--- src/rtl/hazard_ctrl.sv ---
// Pipeline interlock and flush controller: load-use stalls, mult/div issue/hold/release,
// taken-branch flushes, plus a saturating stall-cycle counter.
module hazard_ctrl #(
    parameter int MD_TIMEOUT = 64,
    parameter int CNT_W      = 32
) (
    input  logic             i_clock,
    input  logic             i_reset,
    input  logic [31:0]      i_fd_ir,
    input  logic [31:0]      i_dx_ir,
    input  logic             i_ctrl_taken,
    input  logic             i_md_result_rdy,
    input  logic             i_md_exception,
    output logic             o_pc_en,
    output logic             o_fd_en,
    output logic             o_fd_flush,
    output logic             o_dx_en,
    output logic             o_dx_nop,
    output logic             o_xm_nop,
    output logic             o_ctrl_mult,
    output logic             o_ctrl_div,
    output logic             o_md_sel,
    output logic             o_md_exc,
    output logic             o_md_timeout,
    output logic [CNT_W-1:0] o_stall_count
);

    localparam int TW = $clog2(MD_TIMEOUT + 1);

    localparam logic [4:0] OP_RTYPE = 5'b00000;
    localparam logic [4:0] OP_LW    = 5'b01000;
    localparam logic [4:0] OP_SW    = 5'b00111;
    localparam logic [4:0] OP_ADDI  = 5'b00101;
    localparam logic [4:0] OP_BNE   = 5'b00010;
    localparam logic [4:0] OP_BLT   = 5'b00110;
    localparam logic [4:0] OP_JR    = 5'b00100;
    localparam logic [4:0] OP_BEX   = 5'b10110;
    localparam logic [4:0] ALU_MUL  = 5'b00110;
    localparam logic [4:0] ALU_DIV  = 5'b00111;

    typedef enum logic {IDLE, BUSY} state_t;

    state_t           r_state;
    logic [TW-1:0]    r_tcnt;
    logic             r_md_timeout;
    logic [CNT_W-1:0] r_stall_count;

    logic [4:0] w_fd_op;
    logic [4:0] w_dx_op;
    logic [4:0] w_dx_rd;
    logic       w_dx_mul;
    logic       w_dx_div;
    logic [4:0] w_src_a;
    logic [4:0] w_src_b;
    logic       w_use_a;
    logic       w_use_b;
    logic       w_load_use;
    logic       w_timeout_hit;
    logic       w_release;
    logic       w_issue;
    logic       w_unused;

    assign w_fd_op  = i_fd_ir[31:27];
    assign w_dx_op  = i_dx_ir[31:27];
    assign w_dx_rd  = i_dx_ir[26:22];
    assign w_dx_mul = (w_dx_op == OP_RTYPE) && (i_dx_ir[6:2] == ALU_MUL);
    assign w_dx_div = (w_dx_op == OP_RTYPE) && (i_dx_ir[6:2] == ALU_DIV);
    assign w_unused = ^{i_fd_ir[11:0], i_dx_ir[21:7], i_dx_ir[1:0]};

    // Store data ([26:22] of sw) is deliberately not a source: W->M forwarding covers it.
    always_comb begin
        w_src_a = i_fd_ir[21:17];
        w_src_b = i_fd_ir[16:12];
        w_use_a = 1'b0;
        w_use_b = 1'b0;
        case (w_fd_op)
            OP_RTYPE: begin
                w_use_a = 1'b1;
                w_use_b = 1'b1;
            end
            OP_ADDI, OP_LW, OP_SW: w_use_a = 1'b1;
            OP_BNE, OP_BLT: begin
                w_src_a = i_fd_ir[26:22];
                w_src_b = i_fd_ir[21:17];
                w_use_a = 1'b1;
                w_use_b = 1'b1;
            end
            OP_JR: begin
                w_src_a = i_fd_ir[26:22];
                w_use_a = 1'b1;
            end
            OP_BEX: begin
                w_src_a = 5'd30;
                w_use_a = 1'b1;
            end
            default: ;
        endcase
    end

    assign w_load_use = (w_dx_op == OP_LW) && (w_dx_rd != 5'd0) &&
                        ((w_use_a && (w_src_a == w_dx_rd)) || (w_use_b && (w_src_b == w_dx_rd)));

    assign w_timeout_hit = (r_tcnt == TW'(MD_TIMEOUT - 1));
    assign w_release     = (r_state == BUSY) && (i_md_result_rdy || w_timeout_hit);
    assign w_issue       = (r_state == IDLE) && (w_dx_mul || w_dx_div) && !i_ctrl_taken;

    always_comb begin
        o_pc_en     = 1'b1;
        o_fd_en     = 1'b1;
        o_dx_en     = 1'b1;
        o_fd_flush  = 1'b0;
        o_dx_nop    = 1'b0;
        o_xm_nop    = 1'b0;
        o_ctrl_mult = 1'b0;
        o_ctrl_div  = 1'b0;
        o_md_sel    = 1'b0;
        o_md_exc    = 1'b0;
        if (!i_reset) begin
            o_fd_flush = 1'b1;
            o_dx_nop   = 1'b1;
            o_xm_nop   = 1'b1;
        end else if (r_state == BUSY) begin
            if (w_release) begin
                o_md_sel = 1'b1;
                o_md_exc = i_md_result_rdy ? i_md_exception : 1'b1;
            end else begin
                o_pc_en  = 1'b0;
                o_fd_en  = 1'b0;
                o_dx_en  = 1'b0;
                o_xm_nop = 1'b1;
            end
        end else if (i_ctrl_taken) begin
            o_fd_flush = 1'b1;
            o_dx_nop   = 1'b1;
        end else begin
            if (w_load_use) begin
                o_pc_en  = 1'b0;
                o_fd_en  = 1'b0;
                o_dx_nop = 1'b1;
            end
            o_ctrl_mult = w_dx_mul;
            o_ctrl_div  = w_dx_div;
        end
    end

    always_ff @(posedge i_clock) begin
        if (!i_reset) begin
            r_state       <= IDLE;
            r_tcnt        <= '0;
            r_md_timeout  <= 1'b0;
            r_stall_count <= '0;
        end else begin
            case (r_state)
                IDLE: begin
                    if (w_issue) begin
                        r_state <= BUSY;
                        r_tcnt  <= '0;
                    end
                end
                BUSY: begin
                    if (w_release) begin
                        r_state <= IDLE;
                        if (!i_md_result_rdy) r_md_timeout <= 1'b1;
                    end else begin
                        r_tcnt <= r_tcnt + TW'(1);
                    end
                end
                default: r_state <= IDLE;
            endcase
            if (!o_pc_en && (r_stall_count != {CNT_W{1'b1}}))
                r_stall_count <= r_stall_count + CNT_W'(1);
        end
    end

    assign o_md_timeout  = r_md_timeout;
    assign o_stall_count = r_stall_count;

endmodule

--- config.mk ---
export PLATFORM = sky130hd
export DESIGN_NAME = hazard_ctrl
export DESIGN_NICKNAME = d
export VERILOG_FILES = /design/src/rtl/hazard_ctrl.sv
export SDC_FILE = /design/constraint.sdc
export NUM_CORES = 1
export LEC_CHECK = 0
export BUFFER_PORTS_ARGS = -buffer_cell sky130_fd_sc_hd__buf_2
export CAP_MARGIN = 20
export CORE_ASPECT_RATIO = 0.75
export CORE_UTILIZATION = 49
export DETAILED_ROUTE_END_ITERATION = 8
export PLACE_DENSITY = 0.81
export REMOVE_ABC_BUFFERS = 1
export SYNTH_ARGS = -nofsm -noshare
export SYNTH_HDL_FRONTEND = slang
export SYNTH_SLANG_ARGS = --single-unit
--- constraint.sdc ---
create_clock -name i_clock -period 3.4 [get_ports i_clock]
set_clock_uncertainty 0.1 [all_clocks]
set_input_delay 0 -clock i_clock [delete_from_list [all_inputs] [get_ports i_clock]]
set_output_delay 0 -clock i_clock [all_outputs]
set_load 0.01 [all_outputs]
# --- After elaboration in Yosys (flattened, before gate mapping) ---
# Cells that the tools add are included.
word_totals:
  regBits: 41
  latchBits: 0
  mem_bits_rw: 0
  rom_bits: 0
  in_bits: 69
  output_inout_bits: 43
  wordCells: 86
  memories: 0
op_classes:
  addsub: 2
  multipliers: 0
  div: 0
  n_lt_le_gt_ge: 0
  n_eq_ne: 16
  n_shift: 0
  n_mux: 38
  bitwise: 2
  n_reduce_logical: 24
op_table:
  columns: ["cell", "count"]
  rows:
  - ["32-bit by 1-bit adder with 32-bit output, second input constant", 1]
  - ["1-bit two-way mux", 32]
  - ["32-bit != test, second input constant", 1]
  - ["5-bit by 3-bit == test with 1-bit output, second input constant", 6]
  - ["7-bit two-way mux", 2]
  - ["7-bit case mux with 2 select lines", 1]
  - ["5-bit by 4-bit == test with 1-bit output, second input constant", 2]
  - ["5-bit == test", 2]
  - ["1-bit logical AND", 10]
  - ["5-bit zero test", 2]
  - ["5-bit case mux with 2 select lines", 1]
  - ["8-bit OR reduction", 1]
  - ["7-bit by 1-bit adder with 7-bit output, second input constant", 1]
  - ["7-bit by 6-bit == test with 1-bit output, second input constant", 1]
  - ["3-bit OR reduction", 2]
  - ["5-bit by 2-bit == test with 1-bit output, second input constant", 1]
  - ["5-bit == test, second input constant", 1]
  - ["5-bit two-way mux", 1]
  - ["5-bit nonzero test", 1]
  - ["2-bit != test, second input constant", 2]
  - ["1-bit logical OR", 3]
  - ["3-bit AND reduction", 1]
  - ["1-bit zero test", 2]
  - ["1-bit inverter", 2]
  - ["other kinds (3)", 3]

# --- Logic depth before layout (Yosys ltp) ---
# Gate-level depths: netlist of run 1.
depth:
  ltp_word: 13
  ltp_mapped: 12
  ltp_nobuf: 9

# --- Worst setup path before layout of run 1 ---
# Ideal clock, no wire load.
synth_timing:
  path_kind: "register to register"
  start: "register r_stall_count[6] (netlist: o_stall_count[6])"
  end: "register r_stall_count[1] (netlist: o_stall_count[1])"
  setup_time_ns: 0.128
  arrival_time_ns: 2.462
  t_required_ns: 3.172
  setup_slack_ns: 0.710
  path_stages_with_launch: 12
  path_buffers: 3
  period_less_slack_ns: 2.690
  path_cell_list: "dfxtp_1 -> and4_1 -> nand3_1 -> or4_1 -> clkbuf_1 -> o211ai_2 -> o22ai_2 -> nor2_4 -> buf_6 -> buf_6 -> mux2i_1 -> nor2_1"
synth_via:
  elab_chain_cells: 2
synth_lines:
  columns: ["element", "line", "source"]
  rows:
  - ["start: declaration", "46", "logic [CNT_W-1:0] r_stall_count;"]
  - ["start signal: assignment", "171", "r_stall_count <= r_stall_count + CNT_W'(1);"]
  - ["32-bit != test", "170", "if (!o_pc_en && (r_stall_count != {CNT_W{1'b1}}))"]
  - ["1-bit logical AND", "170", null]
# No other way between the ends.
# A chain may end at the register's enable or synchronous reset.

# --- Worst setup path after layout of run 1 ---
layout_timing:
  start: "register r_stall_count[6] (netlist: o_stall_count[6])"
  end: "register r_stall_count[23] (netlist: o_stall_count[23])"
layout_via:
  elab_chain_cells: 2
  elab_cells_between_ends: 3
  cone_classes: "add/sub: 1; eq/ne: 1; reduce/logical: 1"
layout_lines:
  columns: ["element"]
  rows:
  - ["parallel branches: the longest is 2 deep, another holds 32-bit by 1-bit adder with 32-bit output"]
# Several ways; the timed one is not identified.

==> key figures, run 1 <==
Synth
  • Post-synthesis average cell area: 8.17 um2
  • Combined area of all synthesized cells: 2720 um2
  • Count of yosys warnings during synthesis: 0
  • Leading cell types by total area after synthesis: sky130_fd_sc_hd__dfxtp_1 30%, sky130_fd_sc_hd__nand2_1 4.0%, sky130_fd_sc_hd__a21oi_1 3.9%
  • Cell type with the highest aggregate area in the netlist: sky130_fd_sc_hd__dfxtp_1
  • Count of flip-flops with a built-in enable after synthesis: 0
  • Synth top area share: between 30% and 40%
  • Dominant register cell in the synthesized netlist: sky130_fd_sc_hd__dfxtp_1
  • Flop and latch count out of synthesis: a little over 40
  • Number of library cell types mapped by synthesis: 64
  • Cell count after synthesis: ~330
  • Share of the yosys chip area belonging to registers: 30.2%
  • Synth async-reset ratio: 0%

Cells and area
  • Final #Nets: 482
  • Commonest cells after routing, fill and taps aside: 82 x sky130_fd_sc_hd__buf_2, 41 x sky130_fd_sc_hd__dfxtp_1, 29 x sky130_fd_sc_hd__nand2_1
  • Post-route non-filler standard cell count: ~500
  • Commonest non-fill, non-tap cell in the layout: sky130_fd_sc_hd__buf_2
  • Area Overhead vs Synth: 20.6%
  • Final antenna diode count: 0
  • Fraction of layout instances using a drive strength above 1: 27.9%
  • Total of fill cells in the finished design: 492
  • Final design area excluding fillers: 3280 um2
  • Fraction of the core area covered by cells at the end of the flow: 61.3%

Clocking
  • Clk Tree Root Cell: sky130_fd_sc_hd__clkbuf_8
  • Total clock buffers created by CTS: 5
  • Post-CTS setup-driven buffer insertion count: 0
  • Max Root-Sink Buffers: 2
  • Clk sink count: 41
  • Clock tree from TritonCTS: yes
  • Clock-pin slew on the worst setup and hold paths: roughly 80 ps
  • H-tree depth reported by CTS: 2
  • Clock network latency to the later pin of the worst-skew pair: about 300 ps

Die
  • Floorplan Core Area: ~5400 um2
  • Width of the die: 88.0 um
  • Area of the die: 5860 um2
  • Y dimension of the die: 66.5 um
  • Initial core utilization: 50.8%
  • Site row count: 23
  • Boundary pin count: around 110

Timing
  • Final critical path time including I/O delays and setup: 2920 ps
  • Total count of max-transition violations in the final report: 0
  • Final cycle utilization of the critical path: 85.8%
  • Timing-limited maximum frequency: 343 MHz
  • Headroom to the max-slew limit: approximately 68%
  • Hold violation total from the final report: 0
  • Actual slew at the worst max-slew pin: 479 ps
  • Finish-stage setup viols: 0
  • Setup repair after global routing missed its margin: no
  • Setup_tns: 0 ps
  • Final worst setup slack: 483 ps
  • Hold Worst Slack: around 76 ps

Critical path
  • Startpoint-to-endpoint class of the critical path: reg2reg
  • Startpoint types: flop
  • Worst EP arrival: 3010 ps
  • Largest driver fanout on the critical path: 9
  • Critical path endpoint category: flop
  • Data required time of the critical path: ~3500 ps

Detailed routing
  • Routed wire length: 7190 um
  • Count of antenna-violating nets left after detailed routing: 0
  • Router iterations before antenna repair: 5
  • Vias: 2857
  • Routed WL per cell: 14.8 um
  • Initial DRC count: approximately 170
  • Remaining routing DRC violations: 0
  • Vias per cell: 5.87

Power and ir drop
  • Static power due to leakage: 1.34 nW
  • Design Power: 0.950 mW
  • PD cells: 290 nW/um2
  • Worst-case vdd ir drop: 0.151 mV

Placed design
  • Input/output buffers: 82
  • Final Wtd Congestion: 0.861
  • Final HPWL from detailed placement: 5240 um
  • Worst Setup Slack post-DPL: 512 ps
  • Placed instance count: between 400 and 500
  • Placed instance area: 3170 um2

GRT
  • Remaining global-route overflow: 0
  • GR Util All Layers: 25.1%
  • Global-route wire length before repair: 11500 um
  • Number of global-route vias before repair: roughly 2.5k
  • Number of antenna violations at the first check in global routing: 0
  • Maximum number of pins on one net before global-route repair: 32

Flow run
  • Max-cap violation count: 0

Min path
  • Worst hold path class: in2reg

Outcome
  • Result of the run: completed
==> cell usage after synthesis, types with 7 or more instances <==
| cell type | number |
|---|---|
| sky130_fd_sc_hd__nor2_1 | 26 |
| sky130_fd_sc_hd__and3_1 | 8 |
| sky130_fd_sc_hd__nand3_1 | 16 |
| sky130_fd_sc_hd__nand4_1 | 10 |
| sky130_fd_sc_hd__dfxtp_1 | 41 |
| sky130_fd_sc_hd__nand2_1 | 29 |
| sky130_fd_sc_hd__a21oi_1 | 21 |
| sky130_fd_sc_hd__nand2b_1 | 9 |
| sky130_fd_sc_hd__o31ai_1 | 14 |
| sky130_fd_sc_hd__or4_1 | 13 |
| sky130_fd_sc_hd__nor2b_1 | 7 |
| sky130_fd_sc_hd__mux2i_1 | 9 |
| sky130_fd_sc_hd__xor2_1 | 10 |
| sky130_fd_sc_hd__inv_1 | 9 |
==> flip-flops by register name, indices dropped and copies added (netlist names) <==
signal,cells
o_stall_count,32
r_tcnt,7
o_md_timeout,1
r_state,1
==> critical path, cell delays in order, from the launching register on <==
cell and delay (ps):
sky130_fd_sc_hd__dfxtp_1 410, sky130_fd_sc_hd__and4_1 290, sky130_fd_sc_hd__nand3_1 150, sky130_fd_sc_hd__or4_1 670, sky130_fd_sc_hd__o211ai_2 300, sky130_fd_sc_hd__o22ai_2 210, sky130_fd_sc_hd__o211ai_2 400, sky130_fd_sc_hd__nor3_1 90
sky130_fd_sc_hd__o21a_1 170
==> layer usage <==
layer,up-vias,GRT usage (%),routed length (um)
li1,1421,-,-
met1,1321,35.5,3460
met2,108,39.2,3260
met3,7,4.09,397
met4,0,6.65,68
met5,-,0,0
==> cells by family (layout without fill, tap and decap cells) <==
kind of cell / Yosys count / in the layout / synth area share, %
fa+ha+maj: 2 / 2 / 0.920
compound gates: 81 / 81 / 22.1
flops: 41 / 41 / 30.2
buf+inv: 28 / 107 / 5.57
mux: 11 / 11 / 4.14
xor+xnor: 13 / 13 / 4.19
simple gates: 157 / 157 / 32.9
==> area by class of cell <==
| type | count | area (um2) | area share [%] |
|---|---|---|---|
| Tap cell | 75 | 93.8 | 2.86 |
| Multi-Input combinational cell | 264 | 1750 | 53.3 |
| Clock buffer | 7 | 96.3 | 2.94 |
| Sequential cell | 41 | 821 | 25.0 |
| Timing Repair Buffer | 89 | 478 | 14.6 |
| Clock inverter | 1 | 5.00 | 0.153 |
| Inverter | 10 | 37.5 | 1.14 |
==> where the power goes <==
group          leakage, nW  switching, mW  internal, mW  total (mW)
logic                0.954         0.0677        0.0503       0.118
registers            0.330      0.0000348         0.480       0.480
clock network       0.0542          0.168         0.184       0.352
total                 1.34          0.236         0.713       0.950
==> what timing repair did <==
item / in CTS / in global routing
hold buffers: 1 / 0
gates resized for setup: 0 / 0
hold endpoints to repair: 1 / 0
endpoints found under the setup margin: 0 / 0
==> final timing paths <==
path                    start           endpoint  slack (ps)  cells after the start
max          o_stall_count[6]  o_stall_count[23]         480                      8
min                i_dx_ir[3]          r_tcnt[1]          80                      4
max reg2reg  o_stall_count[6]  o_stall_count[23]         480                      8
min reg2reg      o_md_timeout       o_md_timeout         380                      2
No activity file was read; power rests on OpenSTA's default activity.
==> run 2: changes to the inputs <==
--- a/config.mk
+++ b/config.mk
@@ -10,7 +10,9 @@
 export CORE_ASPECT_RATIO = 0.75
 export CORE_UTILIZATION = 49
 export DETAILED_ROUTE_END_ITERATION = 8
+export HOLD_SLACK_MARGIN = 0.1
 export PLACE_DENSITY = 0.81
+export RECOVER_POWER = 50
 export REMOVE_ABC_BUFFERS = 1
 export SYNTH_ARGS = -nofsm -noshare
 export SYNTH_HDL_FRONTEND = slang
==> key figures, run 2 (synthesis gave the netlist of run 1 again) <==
Detailed routing
  • Router iterations before antenna repair: 7
  • Count of antenna-violating nets left after detailed routing: 0
  • Vias per cell: 5.83
  • Routed wire length: 7200 um
  • Initial DRC count: 153
  • Routed WL per cell: approximately 15 um
  • Vias: ~2.9k
  • Remaining routing DRC violations: 2

Critical path
  • Slowest cell on the critical path: sky130_fd_sc_hd__or4_1
  • Startpoint types: flop
  • Cells traversed along the worst timing path: and4_1, nand3_1, or4_1, o211ai_2, o22ai_2, o211ai_2, nor3_1, o21a_1
  • Worst EP arrival: between 2000 and 3000 ps
  • Buf+Inv Stages, Crit Path: 0
  • Startpoint-to-endpoint class of the critical path: reg2reg
  • Worst path max stage delay: 670 ps
  • Largest driver fanout on the critical path: 9
  • Critical path endpoint category: flop
  • Data required time of the critical path: 3490 ps
  • Kind of cell adding the most delay to the critical path: simple AND/OR/NAND/NOR gates
  • Most numerous cell on the critical path: sky130_fd_sc_hd__o211ai_2

Die
  • Initial core utilization: around half
  • Width of the die: 88.0 um
  • Boundary pin count: 112
  • Site row count: 23
  • Floorplan Core Area: 5350 um2
  • Area of the die: 5860 um2
  • Y dimension of the die: 66.5 um

Cells and area
  • Fraction of the core area covered by cells at the end of the flow: between 60% and 70%
  • Total of fill cells in the finished design: ~500
  • Number of flip-flops in the largest register: 32
  • Commonest non-fill, non-tap cell in the layout: sky130_fd_sc_hd__buf_2
  • Fraction of layout instances using a drive strength above 1: a little under a fifth
  • Commonest cells after routing, fill and taps aside: 46 x sky130_fd_sc_hd__buf_2, 41 x sky130_fd_sc_hd__dfxtp_1, 37 x sky130_fd_sc_hd__clkbuf_1
  • Area Overhead vs Synth: 19.5%
  • Final design area excluding fillers: 3250 um2
  • Final antenna diode count: 0
  • Final #Nets: 484

GRT
  • GR Util All Layers: 25.1%
  • Number of global-route vias before repair: 2457
  • Remaining global-route overflow: 0
  • Number of antenna violations at the first check in global routing: 0
  • Maximum number of pins on one net before global-route repair: 32
  • Global-route wire length before repair: 11600 um

Clocking
  • Clock tree from TritonCTS: yes
  • Clock-pin slew on the worst setup and hold paths: 80 ps
  • Clock network latency to the later pin of the worst-skew pair: 300 ps
  • Clk sink count: 41
  • Total clock buffers created by CTS: 5
  • Clk Tree Root Cell: sky130_fd_sc_hd__clkbuf_8
  • H-tree depth reported by CTS: 2
  • Max Root-Sink Buffers: 2

Timing
  • Final worst setup slack: between 500 and 600 ps
  • Final critical path time including I/O delays and setup: between 2000 and 3000 ps
  • Setup repair after global routing missed its margin: no
  • Total count of max-transition violations in the final report: 0
  • Hold violation total from the final report: 0
  • Setup_tns: 0 ps
  • Timing-limited maximum frequency: 345 MHz
  • Finish-stage setup viols: 0
  • Headroom to the max-slew limit: 65.1%
  • Hold Worst Slack: 113 ps
  • Final cycle utilization of the critical path: 85.3%
  • Actual slew at the worst max-slew pin: 523 ps

Outcome
  • Result of the run: finished, violations left
  • Violations in the final reports: DRC

Placed design
  • Input/output buffers: 82
  • Final Wtd Congestion: 0.861
  • Placed instance area: 3170 um2
  • Worst Setup Slack post-DPL: 512 ps
  • Final HPWL from detailed placement: 5240 um

Power and ir drop
  • Static power due to leakage: 1.19 nW
  • PD cells: 293 nW/um2
  • Worst-case vdd ir drop: approximately 0.15 mV

Min path
  • Worst hold path class: in2reg

Flow run
  • Max-cap violation count: 0
run 2: layer usage:
metal	share of wire (%)	GRT usage [%]
met5	0	0
met4	0.94	6.65
met3	6.2	4.09
met2	45	39.3
met1	48	35.6
run 2: power breakdown:
group	total (mW)	internal [mW]	leakage [nW]	switching [mW]
Combinational	0.120	0.0514	0.803	0.0682
Clock	0.353	0.184	0.0542	0.169
Sequential	0.480	0.480	0.330	0.0000344
Total	0.952	0.715	1.19	0.238
run 2: worst paths after layout:
kind | start | to | slack [ps] | cells past startpoint
worst max-delay path | o_stall_count[6] | o_stall_count[23] | 500 | 8
worst min-delay path | i_dx_ir[6] | r_tcnt[1] | 110 | 5
worst max register to register | o_stall_count[6] | o_stall_count[23] | 500 | 8
worst min register to register | o_md_timeout | o_md_timeout | 390 | 2
run 2: stage by stage:
stage               total power, mW  std cells
floorplan                     0.549        315
global placement              0.604        478
detailed placement            0.606        478
CTS                           0.955        489
global route                  0.993        489
finish                        0.952        489
run 2: tightest hold or removal path, cell delays in order:
cell	delay, ps
sky130_fd_sc_hd__buf_2	70
sky130_fd_sc_hd__nor4b_1	40
sky130_fd_sc_hd__nand4_1	180
sky130_fd_sc_hd__a31oi_1	110
sky130_fd_sc_hd__nor2_1	70
run 2: cell type report:
type	count	area [um2]	share of cell area, %
clock buffers	7	96.3	2.96
clock inverters	1	5.00	0.154
inverters	10	37.5	1.15
multi-input cells	264	1750	53.8
flip-flops and latches	41	821	25.3
well taps	75	93.8	2.89
repair buffers	91	449	13.8
run 2: what timing repair did:
| item | CTS | global route |
|---|---|---|
| setup buffers | 0 | 0 |
| hold buffers | 3 | 0 |
| resized for setup | 0 | 0 |
| endpoints found under the hold margin | 3 | 0 |
